**config.mk**
```make
export PLATFORM = sky130hd
export DESIGN_NAME = cache_fill_fsm
export DESIGN_NICKNAME = d
export VERILOG_FILES = /design/src/rtl/cache_fill_fsm.sv
export SDC_FILE = /design/constraint.sdc
export NUM_CORES = 1
export LEC_CHECK = 0
export ABC_AREA = 1
export ABC_CLOCK_PERIOD_IN_PS = 2000
export CAP_MARGIN = 40
export CELL_PAD_IN_SITES_DETAIL_PLACEMENT = 1
export CELL_PAD_IN_SITES_GLOBAL_PLACEMENT = 2
export CORE_MARGIN = 10
export CORE_UTILIZATION = 18
export CTS_CLUSTER_DIAMETER = 30
export DETAILED_ROUTE_END_ITERATION = 12
export GPL_TIMING_DRIVEN = 0
export PLACE_DENSITY = 0.88
export SYNTH_ARGS = -nofsm -noshare
export SYNTH_HDL_FRONTEND = slang
export SYNTH_SLANG_ARGS = --single-unit
```
**constraint.sdc**
```tcl
create_clock -name clk -period 2 [get_ports clk]
set_input_delay 0.2 -clock clk [delete_from_list [all_inputs] [get_ports clk]]
set_output_delay 0.2 -clock clk [all_outputs]
set_load 0.03 [all_outputs]
```
**src/rtl/cache_fill_fsm.sv**
```systemverilog
// -----------------------------------------------------------------------------
// cache_fill_fsm
//
// Miss handler sitting between the cache arrays and a pipelined, multi-cycle
// main memory. When the cache reports a miss, the handler fetches the whole
// block one word per cycle. Each returned word is written into the cache data
// array. The tag/valid entry is written on the final returned word. The
// processor stalls on fsm_busy for the whole fill.
//
// Parameters
//   AWIDTH           byte-address width
//   DWIDTH           data word width
//   WORDS_PER_BLOCK  words per cache block (power of two, >= 2)
//   MEM_LATENCY      cycles from address issue to memory_valid
//
// Ports
//   clk                in   single clock, rising edge
//   rst                in   synchronous active-high reset
//   miss_detected      in   cache reports a miss this cycle
//   miss_address       in   byte address that missed
//   memory_valid       in   memory_data_out carries returned data this cycle
//   memory_data_out    in   data returned by main memory
//   fsm_busy           out  fill in progress (processor stall)
//   mem_enable         out  memory_address is a valid read request
//   memory_address     out  word read address issued to main memory
//   write_data_array   out  write cache_data at cache_word_offset
//   write_tag_array    out  write tag/valid for the block
//   cache_word_offset  out  word index within the block being written
//   cache_data         out  data to write into the cache data array
//
// Outputs are decoded from registered state in the same cycle. The return-side
// outputs also follow memory_valid in the same cycle. This gives the fixed
// timing the cache expects: write on the cycle the data arrives, and tag
// together with the last word.
// -----------------------------------------------------------------------------
module cache_fill_fsm #(
    parameter int AWIDTH          = 16,
    parameter int DWIDTH          = 16,
    parameter int WORDS_PER_BLOCK = 8,
    parameter int MEM_LATENCY     = 4
) (
    input  logic                               clk,
    input  logic                               rst,
    input  logic                               miss_detected,
    input  logic [AWIDTH-1:0]                  miss_address,
    input  logic                               memory_valid,
    input  logic [DWIDTH-1:0]                  memory_data_out,
    output logic                               fsm_busy,
    output logic                               mem_enable,
    output logic [AWIDTH-1:0]                  memory_address,
    output logic                               write_data_array,
    output logic                               write_tag_array,
    output logic [$clog2(WORDS_PER_BLOCK)-1:0] cache_word_offset,
    output logic [DWIDTH-1:0]                  cache_data
);

    // Word-offset width and issue-counter width. The issue counter must
    // reach WORDS_PER_BLOCK, so it needs one extra bit over the offset.
    localparam int OFFW = $clog2(WORDS_PER_BLOCK);
    localparam int ICW  = $clog2(WORDS_PER_BLOCK + 1);

    // Clears the byte-in-block bits of the miss address (block = 2*words bytes).
    localparam logic [AWIDTH-1:0] BLOCK_MASK = ~AWIDTH'(2 * WORDS_PER_BLOCK - 1);

    localparam logic [ICW-1:0]  IC_LAST = ICW'(WORDS_PER_BLOCK);
    localparam logic [OFFW-1:0] RC_LAST = OFFW'(WORDS_PER_BLOCK - 1);

    // Elaboration-time sanity on the configuration.
    if (WORDS_PER_BLOCK < 2 || (WORDS_PER_BLOCK & (WORDS_PER_BLOCK - 1)) != 0) begin : g_bad_wpb
        $error("cache_fill_fsm: WORDS_PER_BLOCK must be a power of two >= 2");
    end
    if (MEM_LATENCY < 1) begin : g_bad_latency
        $error("cache_fill_fsm: MEM_LATENCY must be at least 1");
    end

    typedef enum logic {
        IDLE = 1'b0,
        FILL = 1'b1
    } state_t;

    state_t            state_r, state_s;
    logic [ICW-1:0]    ic_r,    ic_s;     // issue counter, 0..WORDS_PER_BLOCK
    logic [OFFW-1:0]   rc_r,    rc_s;     // receive counter, 0..WORDS_PER_BLOCK-1
    logic [AWIDTH-1:0] base_r,  base_s;   // block-aligned byte address of the fill

    // State and counter registers with synchronous reset.
    always_ff @(posedge clk) begin
        if (rst) begin
            state_r <= IDLE;
            ic_r    <= {ICW{1'b0}};
            rc_r    <= {OFFW{1'b0}};
            base_r  <= {AWIDTH{1'b0}};
        end else begin
            state_r <= state_s;
            ic_r    <= ic_s;
            rc_r    <= rc_s;
            base_r  <= base_s;
        end
    end

    // Next-state, counter updates and output decode.
    always_comb begin
        state_s           = state_r;
        ic_s              = ic_r;
        rc_s              = rc_r;
        base_s            = base_r;
        fsm_busy          = 1'b0;
        mem_enable        = 1'b0;
        memory_address    = {AWIDTH{1'b0}};
        write_data_array  = 1'b0;
        write_tag_array   = 1'b0;
        cache_word_offset = {OFFW{1'b0}};
        cache_data        = {DWIDTH{1'b0}};

        case (state_r)
            IDLE: begin
                // memory_valid is deliberately ignored here: nothing is in flight.
                if (miss_detected) begin
                    base_s  = miss_address & BLOCK_MASK;
                    ic_s    = {ICW{1'b0}};
                    rc_s    = {OFFW{1'b0}};
                    state_s = FILL;
                end else begin
                    state_s = IDLE;
                end
            end

            FILL: begin
                fsm_busy = 1'b1;

                // Issue side: one read per cycle until the whole block is
                // requested. The block is aligned, so the add never carries
                // out of the block.
                if (ic_r < IC_LAST) begin
                    mem_enable     = 1'b1;
                    memory_address = base_r + AWIDTH'({ic_r, 1'b0});
                    ic_s           = ic_r + ICW'(1);
                end else begin
                    mem_enable     = 1'b0;
                    ic_s           = ic_r;
                end

                // Return side: depends only on the receive counter. It can
                // overlap with issue in the same cycle.
                if (memory_valid) begin
                    write_data_array  = 1'b1;
                    cache_word_offset = rc_r;
                    cache_data        = memory_data_out;
                    rc_s              = rc_r + OFFW'(1);
                    if (rc_r == RC_LAST) begin
                        write_tag_array = 1'b1;
                        state_s         = IDLE;
                    end else begin
                        write_tag_array = 1'b0;
                        state_s         = FILL;
                    end
                end else begin
                    rc_s    = rc_r;
                    state_s = FILL;
                end
                // miss_detected is ignored for the whole fill; the cache keeps
                // it asserted and it is taken in the first IDLE cycle.
            end

            default: begin
                state_s = IDLE;
                ic_s    = {ICW{1'b0}};
                rc_s    = {OFFW{1'b0}};
            end
        endcase
    end

endmodule

```
After elaboration in Yosys (flattened, before gate mapping)
Cells that the tools add are included.

Register bits: 20. Latch bits: 0. Bits in writable memories: 0. Bits in read-only memories: 0. Input bits: 36. Logic and storage cells: 40. Memories kept: 0.

$add $sub $neg: 3. $mul: 0. Div/mod/pow operators: 0. Magnitude comparators: 1. Eq/ne operators: 4. Shifts and indexed selects: 0. Multiplexer cells: 24. Bitwise logic cells: 1. Reductions and logical operators: 3.

Operator list (number): $mux W16 (4); $add A16 B5 Y16 (1); $mux W3 (4); $mux W1 (11); $mux W4 (2); $pmux W4 S2 (1); $pmux W3 S2 (1); $reduce_and A2 Y1 (3); $add A4 B1 Y4 const B (1); $lt A4 B4 Y1 const B (1); $ne A2 B2 Y1 const B (2); $add A3 B1 Y3 const B (1); $eq A3 B3 Y1 const B (1); $ne A2 B1 Y1 const B (1); $pmux W1 S2 (1); $not A1 Y1 (1).

Logic depth before layout (Yosys ltp)
Gate-level depths: netlist of the first run.

Depth in word-level cells: 4. Depth in mapped cells: 5. Gate-level depth less buffers: 5.

Worst setup path before layout of the first run
Ideal clock, no wire load.

Path type: flip-flop to output port. Start: register state_r. End: output cache_data[10]. Arrival time: 1.417 ns. Required time: 1.800 ns. Slack: 0.383 ns. Cell stages (with the launch flop): 5. Path through: dfxtp_1 -> nand2_1 -> buf_6 -> buf_6 -> nor2_1.

Cells in the longest elaborated chain, start to end: 1.

RTL lines: start: declaration (line 81) `state_t state_r, state_s;`; start signal: assignment (line 94) `state_r <= state_s;`; $mux W16 (line 115) `case (state_r)`; end: declaration (line 54) `output logic [DWIDTH-1:0] cache_data`.

No other way between the ends.

Final worst setup path of the first run
Start: register state_r. End: output write_data_array.

Cells in the longest elaborated chain, start to end: 1.

RTL lines: $mux W1 (line 115); end: declaration (line 51) `output logic write_data_array,`.

No other way between the ends.

==> impl.org, run 1 <==
** Power and ir drop
- In this run the power density over the cells is roughly 570 mW/mm².
- Leakage power :: between 1 and 1.5 nW
- IR analysis of the VDD net gives a maximum drop of a little under 0.0003 V.

** Finish
- Number of cells in the finished layout apart from fillers :: 322
- Area growth from synthesis to layout :: 75.23%
- The net count of the finished layout is around 290.
- The number of antenna diodes in the final layout is 0.
- After routing the design area is around 0.002 mm².
- Of the cells placed in the final design, the portion with a size suffix greater than 1 is 6.883%.

** Synth
- For this run, the register share of the synthesized area comes to a little over a third.
- Synthesis instantiated 20 different standard cells from the library.
- The commonest cells after synthesis are nor2_1, inv_1, dfxtp_1, a21oi_1, nand2_1.
- Most frequent cell after synthesis :: nor2_1
- Commonest register cell after synthesis :: dfxtp_1
- Count of yosys warnings during synthesis :: 0
- In the synthesized netlist the async set-or-reset flop fraction comes to 0%.
- The synthesized design contains 0 enable-type register cells.
- Netlist area before placement :: 0.001111 mm²
- Number of instances in the synthesized netlist :: ~180
- Post-Synthesis Net Count :: between 200 and 250
- Register bit count reported by yosys :: 20
- Synth area leaders :: dfxtp_1, nor2_1, inv_1
- Yosys top cell area share :: a little over a third
- Cell type with the largest total area after synthesis :: dfxtp_1
- The average instance in the mapped netlist occupies about 6.3 µm².

** Routing
- WL/cell :: around 13 µm
- Remaining DRCs :: 0
- Sum of met3 wire segment lengths after detailed routing :: between 200 and 300 µm
- Number of vias per cell :: just under 4
- Sum of routed wire segments on met1 :: 1956 µm
- Initial drt markers :: 14
- Remaining antenna violation count after routing :: 0
- The first TritonRoute pass finished after 4 iterations.
- Detailed routing placed a total of about 1800 µm of wire on met2.
- Top routing layer in use :: met4
- Summing over every cut layer, the via total after detailed routing is ~1300.
- The final layout contains routed wiring with a total length of ~4100 µm.

** CTS
- TritonCTS sink count :: 20
- At the later pin of the worst-skew pair, clock insertion delay measures about 260 ps.
- Clock tree synthesis selected as its root buffer the cell clkbuf_8.
- Number of clock buffers inserted by TritonCTS :: 3
- Post-CTS resize count :: 26
- After clock tree synthesis, the clock-pin slew on the worst setup and hold paths is around 80 ps.
- In this run the number of H-tree levels came out at 1.
- TritonCTS built the clock tree.
- Number of buffers inserted by hold repair at cts :: 0
- Buffers from clock root to sink, at most :: 2
- After clock tree synthesis, the setup repair step added 0 buffers.

** Global route
- The number of antenna violations at the first check in global routing is 0.
- GRT Util Overall :: just over 8%
- First-pass GRT wire length :: roughly 6800 µm
- Remaining global-route overflow :: 0
- Entering global routing, the biggest net connects 13 pins.
- The via count of the first global-routing pass was between 1000 and 1500.

** Setup path
- The critical path is of the reg -> out type.
- Along the worst path, the maximum fanout reaches 5.
- Critical path origin :: state_r
- Arrival time of the worst setup path :: ~1700 ps
- The worst register-to-register path begins at state_r.
- STA puts the critical path data required time at ~1800 ps.
- Crit start category :: register
- Worst Setup End Kind :: output port

** Floorplan
- Placement Rows :: 28
- Die span in y :: 98.57 µm
- Die Outline Area :: 0.009715 mm²
- Starting density of the core :: between 10% and 20%
- In this run the horizontal extent of the chip is just under 100 µm.
- Top-level I/O count :: 75
- The floorplan step defined a core boundary enclosing between 0.005 and 0.006 mm².

** Placed design
- Post-Place Cell Area :: 0.001886 mm²
- The count of buffers added on input and output ports is 68.
- Post-DP HPWL :: 3433 µm
- Count of placed standard cells including taps :: between 300 and 400
- Routability-driven placement finished with a final weighted congestion of 0.7512.

** Run status
- The run finished with clean final reports.

** STA
- Part of the cycle the worst path needs :: 93.83%
- Number of hold-slack violations in the final timing report :: 0
- On the final layout, the worst clock skew is about 3.4 ps.
- Maximum achievable frequency :: 532.9 MHz
- Final-report max-slew violation count :: 0
- Summed over all failing endpoints, the final setup total negative slack is 0 ps.
- Setup repair after global routing left no endpoint under its margin.
- Finish-stage setup viols :: 0
- Post-layout min period :: about 1900 ps

** Min path
- The worst hold path begins at rst.
- The tightest min-delay check is of the in -> reg type.

** Job
- Reported max-cap violation count :: 0
==> layout by cell type (no fill, tap or decap) <==
cell type,netlist,routed
buf_4,1,1
ha_1,3,3
nor2_2,1,1
nor2_1,47,47
dlymetal6s2s_1,0,9
buf_6,3,3
nand2_4,1,1
inv_2,1,1
inv_1,38,38
nand4_1,1,1
nand3_2,1,1
o21ai_0,13,13
a21oi_1,19,19
nand2_2,1,1
nor3_1,3,3
bufinv_16,0,1
a211oi_1,1,1
dfxtp_1,20,20
conb_1,1,1
nand2_1,14,14
dlygate4sd2_1,0,26
nand3_1,2,2
clkbuf_8,0,3
clkdlybuf4s50_1,0,33
buf_2,4,4
==> critical path: stages (launching register included) <==
cell and delay (ps):
dfxtp_1 440, nand2_1 130, inv_1 150, clkdlybuf4s50_1 690
==> power by group <==
part	switching (W)	total, W	leakage, nW	internal (W)
logic	0.000150	0.000271	0.873	0.000121
clock network	0.000142	0.000409	0.0357	0.000267
registers	0.0000162	0.000439	0.165	0.000423
==> metal layers <==
metal | vias to the layer above | track usage (%)
met5 | - | 0
met4 | 0 | 2.977
met3 | 4 | 2.723
met2 | 47 | 13.26
met1 | 553 | 10.16
li1 | 669 | -
==> layout make-up <==
type	count	area [µm²]
Sequential cell	20	400.4
Clock inverter	1	30.03
Buffer	8	61.31
Fill cell	753	4009
Inverter	39	146.4
Timing Repair Buffer	68	670.6
Tap cell	75	93.84
Multi-Input combinational cell	108	503.0
Clock buffer	3	41.29
==> through the flow <==
step                hold WS, ps  utilization [%]   power, W  worst slack, ps
floorplan                 362.7                -  0.0005953            382.5
global placement          441.5            31.66  0.0007330           -17.69
detailed placement        455.8            31.66  0.0007377           -23.96
CTS                       225.8            32.31   0.001138          0.08882
global route              232.4            32.69   0.001181            16.22
finish                    225.4            32.69   0.001119            123.4
==> state kept, by name, summed over array words and instances (netlist names) <==
name     flops
ic_r         4
rc_r         3
base_r      12
state_r      1
==> worst paths after layout <==
kind,slack (ps),cells after the start,endpoint
worst max-delay path,120,3,write_data_array
worst min-delay path,230,2,ic_r[3]
worst max register to register,900,4,base_r[15]
worst min register to register,460,2,base_r[14]
==> kinds of logic (layout without fill, tap and decap cells) <==
group | after synthesis | in the layout | share of synthesized area (%)
AND/OR/NAND/NOR | 71 | 71 | 26.46
other | 1 | 1 | 0.3375
adder cells (fa/ha/maj) | 3 | 3 | 3.379
flip-flops | 20 | 20 | 36.04
AO/OA/AOI/OAI | 33 | 33 | 15.09
buffers and inverters | 47 | 119 | 18.69
(Power assumes the default switching activity.)
==> inputs of run 2 (changes only) <==
HOLD_SLACK_MARGIN = 0.02   (was unset)
==> results of run 2 <==
No change in the layout: final DEF, timing and power equal those of run 1.
==> inputs of run 3 (changes only) <==
SKIP_LAST_GASP = 1   (was unset)
==> results of run 3 <==
No change in the layout: final DEF, timing and power equal those of run 1.
